===== config.mk =====
export PLATFORM = sky130hd
export DESIGN_NAME = gtx_rx_phase_lock_ctrl
export DESIGN_NICKNAME = d
export VERILOG_FILES = /design/src/rtl/gtx_rx_phase_pkg.sv /design/src/rtl/gtx_rx_phase_lock_lane.sv /design/src/rtl/gtx_rx_phase_lock_ctrl.sv
export SDC_FILE = /design/constraint.sdc
export NUM_CORES = 1
export LEC_CHECK = 0
export ABC_CLOCK_PERIOD_IN_PS = 2520
export CORE_UTILIZATION = 54
export CTS_CLUSTER_DIAMETER = 40
export CTS_CLUSTER_SIZE = 40
export DETAILED_ROUTE_END_ITERATION = 10
export PLACE_DENSITY = 0.81
export SLEW_MARGIN = 20
export SYNTH_ARGS = -nofsm -noshare
export SYNTH_HDL_FRONTEND = slang
export SYNTH_HIERARCHICAL = 1
export SYNTH_SLANG_ARGS = --single-unit

===== constraint.sdc =====
create_clock -name ref_clk -period 2.52 [get_ports ref_clk]
set_clock_uncertainty 0.2 [all_clocks]
set_input_delay 0.63 -clock ref_clk [delete_from_list [all_inputs] [get_ports ref_clk]]
set_output_delay 0.63 -clock ref_clk [all_outputs]
set_load 0.01 [all_outputs]

===== src/rtl/gtx_rx_phase_pkg.sv =====
// Shared definitions for the GTX RX phase lock controller.
// Contents: per-lane FSM state encoding and a constant-evaluable clog2 helper.
package gtx_rx_phase_pkg;

    localparam int unsigned STATE_W = 3;

    typedef enum logic [STATE_W-1:0] {
        ST_IDLE   = 3'd0,
        ST_RESET  = 3'd1,
        ST_SETTLE = 3'd2,
        ST_LOCKED = 3'd3,
        ST_FAIL   = 3'd4
    } state_e;

    // Ceiling log2; returns 0 for inputs of 0 or 1.
    function automatic int unsigned clog2(input int unsigned value);
        int unsigned r;
        r = 0;
        for (int unsigned i = 0; i < 32; i++) begin
            if ((64'(1) << i) < 64'(value)) begin
                r = i + 1;
            end
        end
        return r;
    endfunction

endpackage


===== src/rtl/gtx_rx_phase_lock_lane.sv =====
// One lane of the GTX RX phase lock controller: edge detector, FSM,
// shared dwell counter (reset pulse / settle window) and retry counter.
// Ports:
//   ref_clk, rst          clock, async active-high reset
//   force_en              enforce target phase (0 = accept any phase)
//   rearm                 clear retries/flags and return to IDLE
//   bitslide_counter,
//   bitslide_syncd,
//   comma_is_lsb          GTX alignment status for this lane
//   gtx_reset_out         registered GTX RX reset request
//   phase_locked          lane in LOCKED (registered)
//   phase_fail            lane in FAIL (registered)
//   lock_lost             sticky: LOCKED lane lost sync
//   retry_count           resets issued since rearm/rst, saturating
module gtx_rx_phase_lock_lane
    import gtx_rx_phase_pkg::*;
#(
    parameter int unsigned BITSLIDE_W         = 5,
    parameter int unsigned BITSLIDE_TARGET    = 5,
    parameter int unsigned COMMA_LSB_TARGET   = 1,
    parameter int unsigned RESET_PULSE_CYCLES = 4,
    parameter int unsigned SETTLE_CYCLES      = 64,
    parameter int unsigned MAX_RETRIES        = 16,
    parameter int unsigned RETRY_W            = 8
) (
    input  logic                  ref_clk,
    input  logic                  rst,
    input  logic                  force_en,
    input  logic                  rearm,
    input  logic [BITSLIDE_W-1:0] bitslide_counter,
    input  logic                  bitslide_syncd,
    input  logic                  comma_is_lsb,
    output logic                  gtx_reset_out,
    output logic                  phase_locked,
    output logic                  phase_fail,
    output logic                  lock_lost,
    output logic [RETRY_W-1:0]    retry_count
);

    localparam int unsigned DWELL_MAX = (RESET_PULSE_CYCLES > SETTLE_CYCLES) ?
                                        RESET_PULSE_CYCLES : SETTLE_CYCLES;
    localparam int unsigned DWELL_W   = (clog2(DWELL_MAX + 1) < 1) ? 1 : clog2(DWELL_MAX + 1);

    state_e               state, state_nxt;
    logic [DWELL_W-1:0]   dwell, dwell_nxt;
    logic [RETRY_W-1:0]   retry_nxt;
    logic                 lost_nxt;
    logic                 syncd_d, syncd_d_nxt;
    logic                 sync_edge_c;
    logic                 match_c;
    logic                 can_retry_c;

    assign sync_edge_c = bitslide_syncd & ~syncd_d;
    assign match_c     = !force_en ||
                         ((bitslide_counter == BITSLIDE_W'(BITSLIDE_TARGET)) &&
                          (comma_is_lsb == 1'(COMMA_LSB_TARGET)));
    assign can_retry_c = (MAX_RETRIES == 0) || (32'(retry_count) < MAX_RETRIES);

    // State, dwell, retry and flag registers; outputs are registered state decodes.
    always_ff @(posedge ref_clk or posedge rst) begin
        if (rst) begin
            state         <= ST_IDLE;
            dwell         <= '0;
            retry_count   <= '0;
            lock_lost     <= 1'b0;
            syncd_d       <= 1'b0;
            gtx_reset_out <= 1'b0;
            phase_locked  <= 1'b0;
            phase_fail    <= 1'b0;
        end else begin
            state         <= state_nxt;
            dwell         <= dwell_nxt;
            retry_count   <= retry_nxt;
            lock_lost     <= lost_nxt;
            syncd_d       <= syncd_d_nxt;
            gtx_reset_out <= (state == ST_RESET);
            phase_locked  <= (state == ST_LOCKED);
            phase_fail    <= (state == ST_FAIL);
        end
    end

    // Next-state logic. Every entry into IDLE clears syncd_d so that a syncd
    // already high at that point is seen as a fresh edge.
    always_comb begin
        state_nxt   = state;
        dwell_nxt   = dwell;
        retry_nxt   = retry_count;
        lost_nxt    = lock_lost;
        syncd_d_nxt = bitslide_syncd;

        if (rearm) begin
            state_nxt   = ST_IDLE;
            dwell_nxt   = '0;
            retry_nxt   = '0;
            lost_nxt    = 1'b0;
            syncd_d_nxt = 1'b0;
        end else begin
            unique case (state)
                ST_IDLE: begin
                    if (sync_edge_c) begin
                        if (match_c) begin
                            state_nxt = ST_LOCKED;
                            dwell_nxt = '0;
                        end else if (can_retry_c) begin
                            state_nxt = ST_RESET;
                            dwell_nxt = DWELL_W'(RESET_PULSE_CYCLES);
                            if (retry_count != '1) begin
                                retry_nxt = retry_count + RETRY_W'(1);
                            end
                        end else begin
                            state_nxt = ST_FAIL;
                            dwell_nxt = '0;
                        end
                    end
                end
                ST_RESET: begin
                    if (dwell <= DWELL_W'(1)) begin
                        state_nxt = ST_SETTLE;
                        dwell_nxt = DWELL_W'(SETTLE_CYCLES);
                    end else begin
                        dwell_nxt = dwell - DWELL_W'(1);
                    end
                end
                ST_SETTLE: begin
                    if (dwell <= DWELL_W'(1)) begin
                        state_nxt   = ST_IDLE;
                        dwell_nxt   = '0;
                        syncd_d_nxt = 1'b0;
                    end else begin
                        dwell_nxt = dwell - DWELL_W'(1);
                    end
                end
                ST_LOCKED: begin
                    if (!bitslide_syncd) begin
                        state_nxt   = ST_IDLE;
                        lost_nxt    = 1'b1;
                        syncd_d_nxt = 1'b0;
                    end
                end
                ST_FAIL: begin
                    state_nxt = ST_FAIL;
                end
                default: begin
                    state_nxt   = ST_IDLE;
                    dwell_nxt   = '0;
                    syncd_d_nxt = 1'b0;
                end
            endcase
        end
    end

endmodule


===== src/rtl/gtx_rx_phase_lock_ctrl.sv =====
// Multi-channel GTX RX phase lock controller: forces each lane to the target
// bitslide/comma alignment by repeatedly pulsing its GTX RX reset.
// Ports:
//   ref_clk, rst          clock, async active-high reset
//   force_en              enforce target phase (0 = accept any phase)
//   rearm[N_CH]           per-lane rearm pulse
//   bitslide_counter      lane i at [i*BITSLIDE_W +: BITSLIDE_W]
//   bitslide_syncd[N_CH]  lane alignment done
//   comma_is_lsb[N_CH]    lane comma position
//   gtx_reset_out[N_CH]   per-lane GTX RX reset request
//   phase_locked[N_CH], phase_fail[N_CH], lock_lost[N_CH]  lane status
//   retry_count           lane i at [i*RETRY_W +: RETRY_W]
module gtx_rx_phase_lock_ctrl
    import gtx_rx_phase_pkg::*;
#(
    parameter int unsigned N_CH               = 4,
    parameter int unsigned BITSLIDE_W         = 5,
    parameter int unsigned BITSLIDE_TARGET    = 5,
    parameter int unsigned COMMA_LSB_TARGET   = 1,
    parameter int unsigned RESET_PULSE_CYCLES = 4,
    parameter int unsigned SETTLE_CYCLES      = 64,
    parameter int unsigned MAX_RETRIES        = 16,
    parameter int unsigned RETRY_W            = 8
) (
    input  logic                       ref_clk,
    input  logic                       rst,
    input  logic                       force_en,
    input  logic [N_CH-1:0]            rearm,
    input  logic [N_CH*BITSLIDE_W-1:0] bitslide_counter,
    input  logic [N_CH-1:0]            bitslide_syncd,
    input  logic [N_CH-1:0]            comma_is_lsb,
    output logic [N_CH-1:0]            gtx_reset_out,
    output logic [N_CH-1:0]            phase_locked,
    output logic [N_CH-1:0]            phase_fail,
    output logic [N_CH-1:0]            lock_lost,
    output logic [N_CH*RETRY_W-1:0]    retry_count
);

    // Independent lanes; the top only slices buses.
    for (genvar i = 0; i < N_CH; i++) begin : g_lane
        gtx_rx_phase_lock_lane #(
            .BITSLIDE_W         (BITSLIDE_W),
            .BITSLIDE_TARGET    (BITSLIDE_TARGET),
            .COMMA_LSB_TARGET   (COMMA_LSB_TARGET),
            .RESET_PULSE_CYCLES (RESET_PULSE_CYCLES),
            .SETTLE_CYCLES      (SETTLE_CYCLES),
            .MAX_RETRIES        (MAX_RETRIES),
            .RETRY_W            (RETRY_W)
        ) u_lane (
            .ref_clk          (ref_clk),
            .rst              (rst),
            .force_en         (force_en),
            .rearm            (rearm[i]),
            .bitslide_counter (bitslide_counter[i*BITSLIDE_W +: BITSLIDE_W]),
            .bitslide_syncd   (bitslide_syncd[i]),
            .comma_is_lsb     (comma_is_lsb[i]),
            .gtx_reset_out    (gtx_reset_out[i]),
            .phase_locked     (phase_locked[i]),
            .phase_fail       (phase_fail[i]),
            .lock_lost        (lock_lost[i]),
            .retry_count      (retry_count[i*RETRY_W +: RETRY_W])
        );
    end

endmodule


After elaboration in Yosys (flattened, before gate mapping). Index checks and enable logic that the tools add are counted.

Bits in registers: 92. Input bits: 35. Output and inout port bits: 48. Word-level logic and storage cells: 277.

Add/subtract/negate cells: 8. $lt $le $gt $ge: 8. Eq/ne operators: 52. Muxes and demuxes: 112. Bitwise operators: 8. Reductions and logical operators: 57.

Operators with widths (number): $mux 8 (24); $mux 7 (20); $pmux 7 s4 (4); $mux 3 (32); $pmux 3 s5 (4); $reduce_bool 2->1 (20); $add 8x1->8 const B (4); $lt 8x5->1 const B (4); $ne 8x8->1 const B (4); $le 7x1->1 const B (4); $sub 7x1->7 const B (4); $eq 3x2->1 const B (8); $mux 1 (24); $ne 3x2->1 const B (8); $ne 3x3->1 const B (8); $eq 5x3->1 const B (4); $reduce_and 5->1 (4); $ne 2x2->1 const B (8); $reduce_and 2->1 (8); $reduce_and 4->1 (4); $eq 3x1->1 const B (4); $eq 3x3->1 const B (4); $logic_not 3->1 (4); $pmux 1 s3 (4); 8 further kinds (29).

Longest topological paths before layout. Gate-level depths: netlist (run 1).

Word-level depth: 7. Mapped depth: 6. Mapped depth without buffers: 6.

Cells and area by module. Netlist (run 1), hierarchy kept.

Modules (own cells, without submodules): gtx_rx_phase_lock_lane (g_lane[0].u_lane ...) (instances 3, cells an instance 129, area an instance 1238.7 um2, sequential area each 575.6 um2); gtx_rx_phase_lock_lane (g_lane[3].u_lane) (instances 1, cells an instance 132, area an instance 1278.7 um2, sequential area each 575.6 um2).

Worst setup path after synthesis (run 1). OpenSTA, ideal clock, no wires.

Kind: input to register. Start: input port force_en. End: register g_lane[0].u_lane.retry_count[2]. Setup time: 78 ps. Arrival: 1938 ps. Required time: 2242 ps. Setup slack: 304 ps. Stages: 4. Path buffers: 0. Cell sequence: or4b_4 a2111o_1 or3_1 a21oi_1.

Word-level cells in the longest chain between the ends: 4.

RTL lines: from (decl) (RTL line gtx_rx_phase_lock_ctrl.sv:27) `input logic force_en,`; $logic_not 1->1 (RTL line gtx_rx_phase_lock_lane.sv:54) `assign match_c = !force_en ||`; $logic_or 1x1->1 (RTL line gtx_rx_phase_lock_lane.sv:54); $ne 2x2->1 (no line); $reduce_and 5->1 (no line); to (signal assigned) (RTL line gtx_rx_phase_lock_lane.sv:73) `retry_count <= retry_nxt;`; to (decl) (RTL line gtx_rx_phase_lock_lane.sv:37) `output logic [RETRY_W-1:0] retry_count`.

Every way passes these cells. A chain may end at the register's enable or synchronous reset.

Worst setup path in the final report (run 1). Same ends and word-level chain as after synthesis.

==> run metrics, run 1 <==
biggest fanout along the worst timing path 6; Relative slew margins ~68%; number of enable-type register cells in the synthesized netlist 0; post-synthesis register bit count 92; maximum clock rate 401.1 MHz; Total Neg Setup Slack 0 ns; antenna violations before repair 0; stage delay of the slowest cell on the critical path between 0.4 and 0.5 ns; iteration count of the initial detailed-routing pass 8; row count 34; mean routed wirelength per cell 15.84 um; number of vias after detailed routing 4,393; CTS Buf Count 9; count of synthesis-stage warnings from yosys 6; Hold/Removal Path Class flip-flop to flip-flop; path type of the worst setup path primary input to flip-flop; CTS Root Cell clkbuf_8; count of final max-slew check failures 0; maximum resistive drop on vdd 436.2 uV; count leader, synth dfrtp_1; sequential-to-total area share from yosys stat 46.09%; total number of H-tree levels 3; share of Yosys cell area claimed by the top area cell type 46.09%; Leakage Power about 0.0029 uW; cell family with the largest share of critical-path delay simple AND/OR/NAND/NOR gates; DRC violation count after routing 7; CP arrival 2.59 ns; worst path bufs/invs 2; detailed-placement wirelength estimate between 8000 and 9000 um; DIE WIDTH about 98 um; failing checks design-rule violations; vias in the first global route ~4.5k; drt total wl roughly 12,000 um; clock network latency to the later pin of the worst-skew pair ~0.37 ns; Clock Sink Count 92; initial core utilization 56.45%; post-synthesis cell area 4995 um^2; category of the worst setup path capture point flip-flop; cells after synthesis 519; Req. time, crit path 2.62 ns; input/output buffers 82; result of the run finished with violations; number of failing setup endpoints in the final timing report 0; worst hold margin 0.2744 ns; global route overflow 0; post-route minimum period 2.493 ns; crit share post-route a little over nine tenths; CTS tree done; Synth Net Count 566; # fillers 682; maximum number of pins on one net before global-route repair 24; Post-Synthesis Mean Instance Area roughly 9.6 um^2; clock slew at reported path FFs 0.09 ns; synthesis-to-layout area growth 28.36%; starting DRC count in detailed routing 212; most area-consuming cells after synthesis dfrtp_1 46%, o21ai_0 3.6%, nand2_1 3.6%; top cell types by occurrence after synthesis 92 x dfrtp_1, 48 x nand2_1, 40 x nor2_1; final-report hold violation count 0; total I/O pin count 83; aggregate global-route resource usage 26.49%; layout cells sized above 1 between 10% and 20%; gpl congestion 0.9074; most common flop cell mapped by yosys dfrtp_1; area enclosed by the die boundary a little under 10,000 um^2; net total in the final layout between 600 and 700; worst-case clock buffer depth 2; Hold Buf Count CTS 0; Total Power 5950 uW; Max-Cap Viols 0; cell type with the highest aggregate area in the netlist dfrtp_1; Critical Path Slowest Stage Cell clkdlybuf4s50_1; transition time at the pin with the least slew margin 0.4835 ns; floorplan die height roughly 98 um; detail-routed via count per cell 5.865; remaining antenna violation count 0; first-pass GRT wire length 20,600 um; async set-or-reset flop fraction in the synthesized netlist 100.0%; count of unique library cells instantiated by Yosys 55; series of cell instances along the critical path clkdlybuf4s50_1 > buf_6 > or4b_4 > a2111o_1 > or3_4 > a21oi_2; Antenna Diode Count 0; power density over cell area 928.0 nW/um^2; Multi-input gate area 2481 um^2; register area ~2300 um^2; placeable core region 8848 um^2; type of origin of the critical path primary input; final core utilization roughly 72%
-- power by group --
| part | switching, uW | leakage [uW] | internal (uW) | total [uW] |
|---|---|---|---|---|
| logic | 1420 | 0.00148 | 1290 | 2710 |
| registers | 347 | 0.00127 | 1770 | 2110 |
| clock network | 541 | 0.000106 | 590 | 1130 |
| total | 2310 | 0.00285 | 3640 | 5950 |
-- sequential cells by signal (all words and copies together) (netlist names) --
signal / flops
g_lane.u_lane/state: 12
g_lane.u_lane/phase_fail: 4
g_lane.u_lane/lock_lost: 4
g_lane.u_lane/dwell: 28
g_lane.u_lane/phase_locked: 4
g_lane.u_lane/syncd_d: 4
g_lane.u_lane/gtx_reset_out: 4
g_lane.u_lane/retry_count: 32
-- worst register-to-register path, cell delays in order (launching register included) --
cell      delay (ns)
dfrtp_1         0.44
or4_1           0.65
a2111o_1        0.40
or3_1           0.33
a21oi_2         0.15
-- metrics by stage --
| step | worst slack (ns) | cells | instance area, um^2 |
|---|---|---|---|
| after detailed placement | -0.4243 | 732 | 6162 |
| final | 0.02668 | 749 | 6411 |
| after global routing | -0.003283 | 749 | 6411 |
| after floorplan | 0.3037 | 519 | 4995 |
| after CTS | 0.008999 | 749 | 6402 |
| after global placement | -0.3400 | 732 | 6162 |
-- area by class of cell --
| cell class | instances | share of cell area [%] |
|---|---|---|
| Multi-Input combinational cell | 377 | 38.70 |
| Sequential cell | 92 | 35.91 |
| Timing Repair Buffer | 126 | 18.01 |
| Clock buffer | 11 | 2.205 |
| Tap cell | 108 | 2.108 |
| Inverter | 30 | 1.756 |
| Clock inverter | 5 | 1.308 |
-- cells by family (layout without fill, tap and decap cells) --
| family | after synthesis | after routing | share of synthesized area, % |
|---|---|---|---|
| AND/OR/NAND/NOR | 208 | 208 | 22.57 |
| AO/OA/AOI/OAI | 137 | 137 | 20.34 |
| flip-flops | 92 | 92 | 46.09 |
| buffers and inverters | 50 | 172 | 4.484 |
| XOR/XNOR | 20 | 20 | 3.507 |
| adder cells (fa/ha/maj) | 12 | 12 | 3.006 |
-- repair_timing --
item	in CTS	in global routing
gates resized for setup	2	4
setup endpoints to repair	2	6
gates cloned	0	0
pin swaps	0	3
setup buffers	1	0
-- worst paths after layout --
| path | startpoint | end | slack [ns] | cells past startpoint |
|---|---|---|---|---|
| min | g_lane[3].u_lane/dwell[4]$_DFFE_PP0P_ | g_lane[3].u_lane/dwell[4]$_DFFE_PP0P_ | 0.27 | 1 |
| max | force_en | g_lane[0].u_lane/retry_count[2]$_DFFE_PP0P_ | 0.03 | 6 |
| max reg2reg | g_lane[1].u_lane/retry_count[7]$_DFFE_PP0P_ | g_lane[1].u_lane/retry_count[2]$_DFFE_PP0P_ | 0.29 | 4 |
| min in group asynchronous | rst | g_lane[1].u_lane/retry_count[0]$_DFFE_PP0P_ | 0.52 | 3 |
| max in group asynchronous | rst | g_lane[3].u_lane/state[2]$_DFFE_PP0P_ | 1.34 | 3 |
| min reg2reg | g_lane[3].u_lane/dwell[4]$_DFFE_PP0P_ | g_lane[3].u_lane/dwell[4]$_DFFE_PP0P_ | 0.27 | 1 |
-- placed cells by master (no fill, tap or decap), types with 4 or more instances in the layout --
cell             Yosys  layout
inv_1               30      30
a21oi_1             29      27
nand2_1             48      48
nand3_1             16      16
nor3_1              22      22
nand2b_1             6       6
or2_2                4       4
a41oi_1              8       8
xnor2_1             18      18
nor2b_1             16      16
nand3b_1             5       5
o211ai_1             4       4
and3_1               6       6
dfrtp_1             92      92
ha_1                12      12
or3_1               16      15
or4_1                4       4
nor2_1              40      40
clkdlybuf4s50_1      0      82
o21a_1               7       7
o21bai_1             5       5
nor3b_1              7       7
nor4_1               4       4
o21ai_0             36      34
o31ai_1              4       4
buf_4                0      43
a211oi_1             6       6
clkbuf_8             0      10
-- routing by layer --
layer	wire (um)	vias to the layer above	track usage [%]
met2	5878	132	44.37
met3	607	18	4.796
met1	5181	2148	34.56
li1	-	2095	-
met4	196	0	9.644
met5	0	-	0
No activity file was read; power rests on OpenSTA's default activity.
==> run 2, diff against run 1 <==
--- a/config.mk
+++ b/config.mk
@@ -5,13 +5,12 @@
 export SDC_FILE = /design/constraint.sdc
 export NUM_CORES = 1
 export LEC_CHECK = 0
-export ABC_CLOCK_PERIOD_IN_PS = 2520
+export ABC_CLOCK_PERIOD_IN_PS = 2600
 export CORE_UTILIZATION = 54
 export CTS_CLUSTER_DIAMETER = 40
 export CTS_CLUSTER_SIZE = 40
 export DETAILED_ROUTE_END_ITERATION = 10
 export PLACE_DENSITY = 0.81
-export SLEW_MARGIN = 20
 export SYNTH_ARGS = -nofsm -noshare
 export SYNTH_HDL_FRONTEND = slang
 export SYNTH_HIERARCHICAL = 1
==> constraint.sdc (replaced) <==
create_clock -name ref_clk -period 2.6 [get_ports ref_clk]
set_clock_uncertainty 0.2 [all_clocks]
set_input_delay 0.65 -clock ref_clk [delete_from_list [all_inputs] [get_ports ref_clk]]
set_output_delay 0.65 -clock ref_clk [all_outputs]
set_load 0.01 [all_outputs]
==> run metrics, run 2 (same netlist as run 1, synthesis figures left out) <==
mean routed wirelength per cell about 15 um; DRC violation count after routing 6; biggest fanout along the worst timing path 6; number of vias after detailed routing about 4.4k; Max-Cap Viols 0; number of failing setup endpoints in the final timing report 0; total I/O pin count 83; cell family with the largest share of critical-path delay simple AND/OR/NAND/NOR gates; starting DRC count in detailed routing 150; failing checks design-rule violations; reg2reg setup slack 0.35 ns; power density over cell area between 800 and 900 nW/um^2; register name with the most flops g_lane.u_lane/retry_count; hold depth 1; vias in the first global route roughly 4.3k; post-route minimum period 2.556 ns; transition time at the pin with the least slew margin 0.7295 ns; CTS Root Cell clkbuf_8; most frequent cells in the layout 92 x dfrtp_1, 82 x clkdlybuf4s50_1, 48 x nand2_1, 40 x nor2_1, 39 x buf_4; maximum resistive drop on vdd 383.7 uV; placeable core region 8848 um^2; aggregate global-route resource usage 25.20%; Antenna Diode Count 0; gpl congestion 0.8872; antenna violations before repair 0; drt total wl 11,420 um; placed instance count 728; global route overflow 0; sink of the worst hold path g_lane[3].u_lane/dwell[4]$_DFFE_PP0P_; remaining antenna violation count 0; Hold/Removal Path Class flip-flop to flip-flop; flip-flop count of the largest register, all copies and words added 32; Hold Buf Count CTS 0; first-pass GRT wire length slightly below 20,000 um; Total Neg Setup Slack 0 ns; iteration count of the initial detailed-routing pass 10; area enclosed by the die boundary 9638 um^2; count of final max-slew check failures 0; terminus of the critical flop-to-flop path g_lane[1].u_lane/retry_count[2]$_DFFE_PP0P_; final-report hold violation count 0; initial core utilization a little under three fifths; type of origin of the critical path primary input; startpoint of the worst register-to-register path g_lane[1].u_lane/state[1]$_DFFE_PP0P_; final core utilization 71.63%; detailed-placement wirelength estimate 8578 um; Relative slew margins 50.92%; CP arrival 2.65 ns; Req. time, crit path 2.69 ns; Leakage Power 0.002819 uW; Critical Path Slowest Stage Cell or4b_4; Min-Delay Startpoint g_lane[3].u_lane/dwell[4]$_DFFE_PP0P_; crit share post-route 98.31%; RSZ-0062 raised after global routing false; series of cell instances along the critical path clkdlybuf4s50_1 > buf_4 > or4b_4 > a2111o_1 > or3_1 > a21oi_1; commonest non-fill, non-tap cell in the layout dfrtp_1; DIE WIDTH 98.18 um; maximum clock rate 391.2 MHz; number of cells in the finished layout apart from fillers 743; clock network latency to the later pin of the worst-skew pair 0.36 ns; path type of the worst setup path primary input to flip-flop; maximum number of pins on one net before global-route repair 24; detail-routed via count per cell 5.937; CTS Buf Count 9; result of the run finished with violations; worst-case clock buffer depth 2; input/output buffers 82; R2R cell count 4; row count 34; CTS tree done; layout cells sized above 1 12.28%; category of the worst setup path capture point flip-flop; synthesis-to-layout area growth 26.90%; clock slew at reported path FFs 0.10 ns; worst path bufs/invs 2; floorplan die height 98.18 um; registers with the most flip-flops g_lane.u_lane/retry_count: 32 flops, g_lane.u_lane/dwell: 28 flops, g_lane.u_lane/state: 12 flops; Clock Sink Count 92; stage delay of the slowest cell on the critical path ~0.5 ns; total number of H-tree levels 3; net total in the final layout approximately 680
run 2: cell types whose count changed in the layout (fill, tap and decap cells not counted), sizes merged:
cell,previous run,this run
clkbuf,11,10
buf,44,39
bufinv,2,1
inv,31,32
clkinv,0,1
clkinvlp,2,1
run 2: where the power goes:
part,internal [uW],switching [uW],leakage (uW)
logic,1190,1340,0.00145
registers,1710,347,0.00127
clock network,471,509,0.0000992
run 2: through the flow:
| step | hold WS [ns] | cell area [um^2] | setup slack, ns | total power, uW |
|---|---|---|---|---|
| after floorplan | 0.2413 | 4995 | 0.3637 | 3857 |
| after global placement | 0.2563 | 6132 | -0.2868 | 4479 |
| after detailed placement | 0.2653 | 6132 | -0.3401 | 4590 |
| after CTS | 0.2830 | 6330 | 0.03797 | 5583 |
| after global routing | 0.3109 | 6339 | 0.008250 | 5994 |
| final | 0.2812 | 6339 | 0.04404 | 5575 |
run 2: timing repair:
action                                  4_1_cts  5_1_grt
resized for setup                             0        3
endpoints found under the setup margin        0        1
setup buffers                                 0        0
run 2: per-layer routing:
| layer | GRT usage (%) | share of wire (%) | up-vias |
|---|---|---|---|
| met2 | 43.07 | 50 | 133 |
| met3 | 4.510 | 5.5 | 14 |
| met1 | 32.71 | 44 | 2166 |
| met5 | 0 | 0 | - |
| li1 | - | - | 2098 |
| met4 | 7.807 | 0.93 | 0 |
run 2: worst max path at each step:
| stage | start | to | slack, ns | depth (start not counted) |
|---|---|---|---|---|
| after CTS | force_en | g_lane[2].u_lane/retry_count[2]$_DFFE_PP0P_ | 0.04 | 6 |
| after global placement | force_en | g_lane[0].u_lane/retry_count[2]$_DFFE_PP0P_ | -0.29 | 6 |
| after floorplan | force_en | g_lane[0].u_lane/retry_count[2]$_DFFE_PP0P_ | 0.36 | 4 |
| after detailed placement | force_en | g_lane[2].u_lane/retry_count[2]$_DFFE_PP0P_ | -0.34 | 6 |
| final | force_en | g_lane[1].u_lane/retry_count[2]$_DFFE_PP0P_ | 0.04 | 6 |
| after global routing | force_en | g_lane[0].u_lane/retry_count[2]$_DFFE_PP0P_ | 0.008 | 6 |
run 2: cell type report:
class / count / area, um^2
sequential: 92 / 2302
clock buffer: 10 / 137.6
timing repair buffer: 121 / 1114
inverter: 30 / 112.6
clock inverter: 5 / 60.06
fill: 688 / 2510
tap: 108 / 135.1
multi-input combinational: 377 / 2477
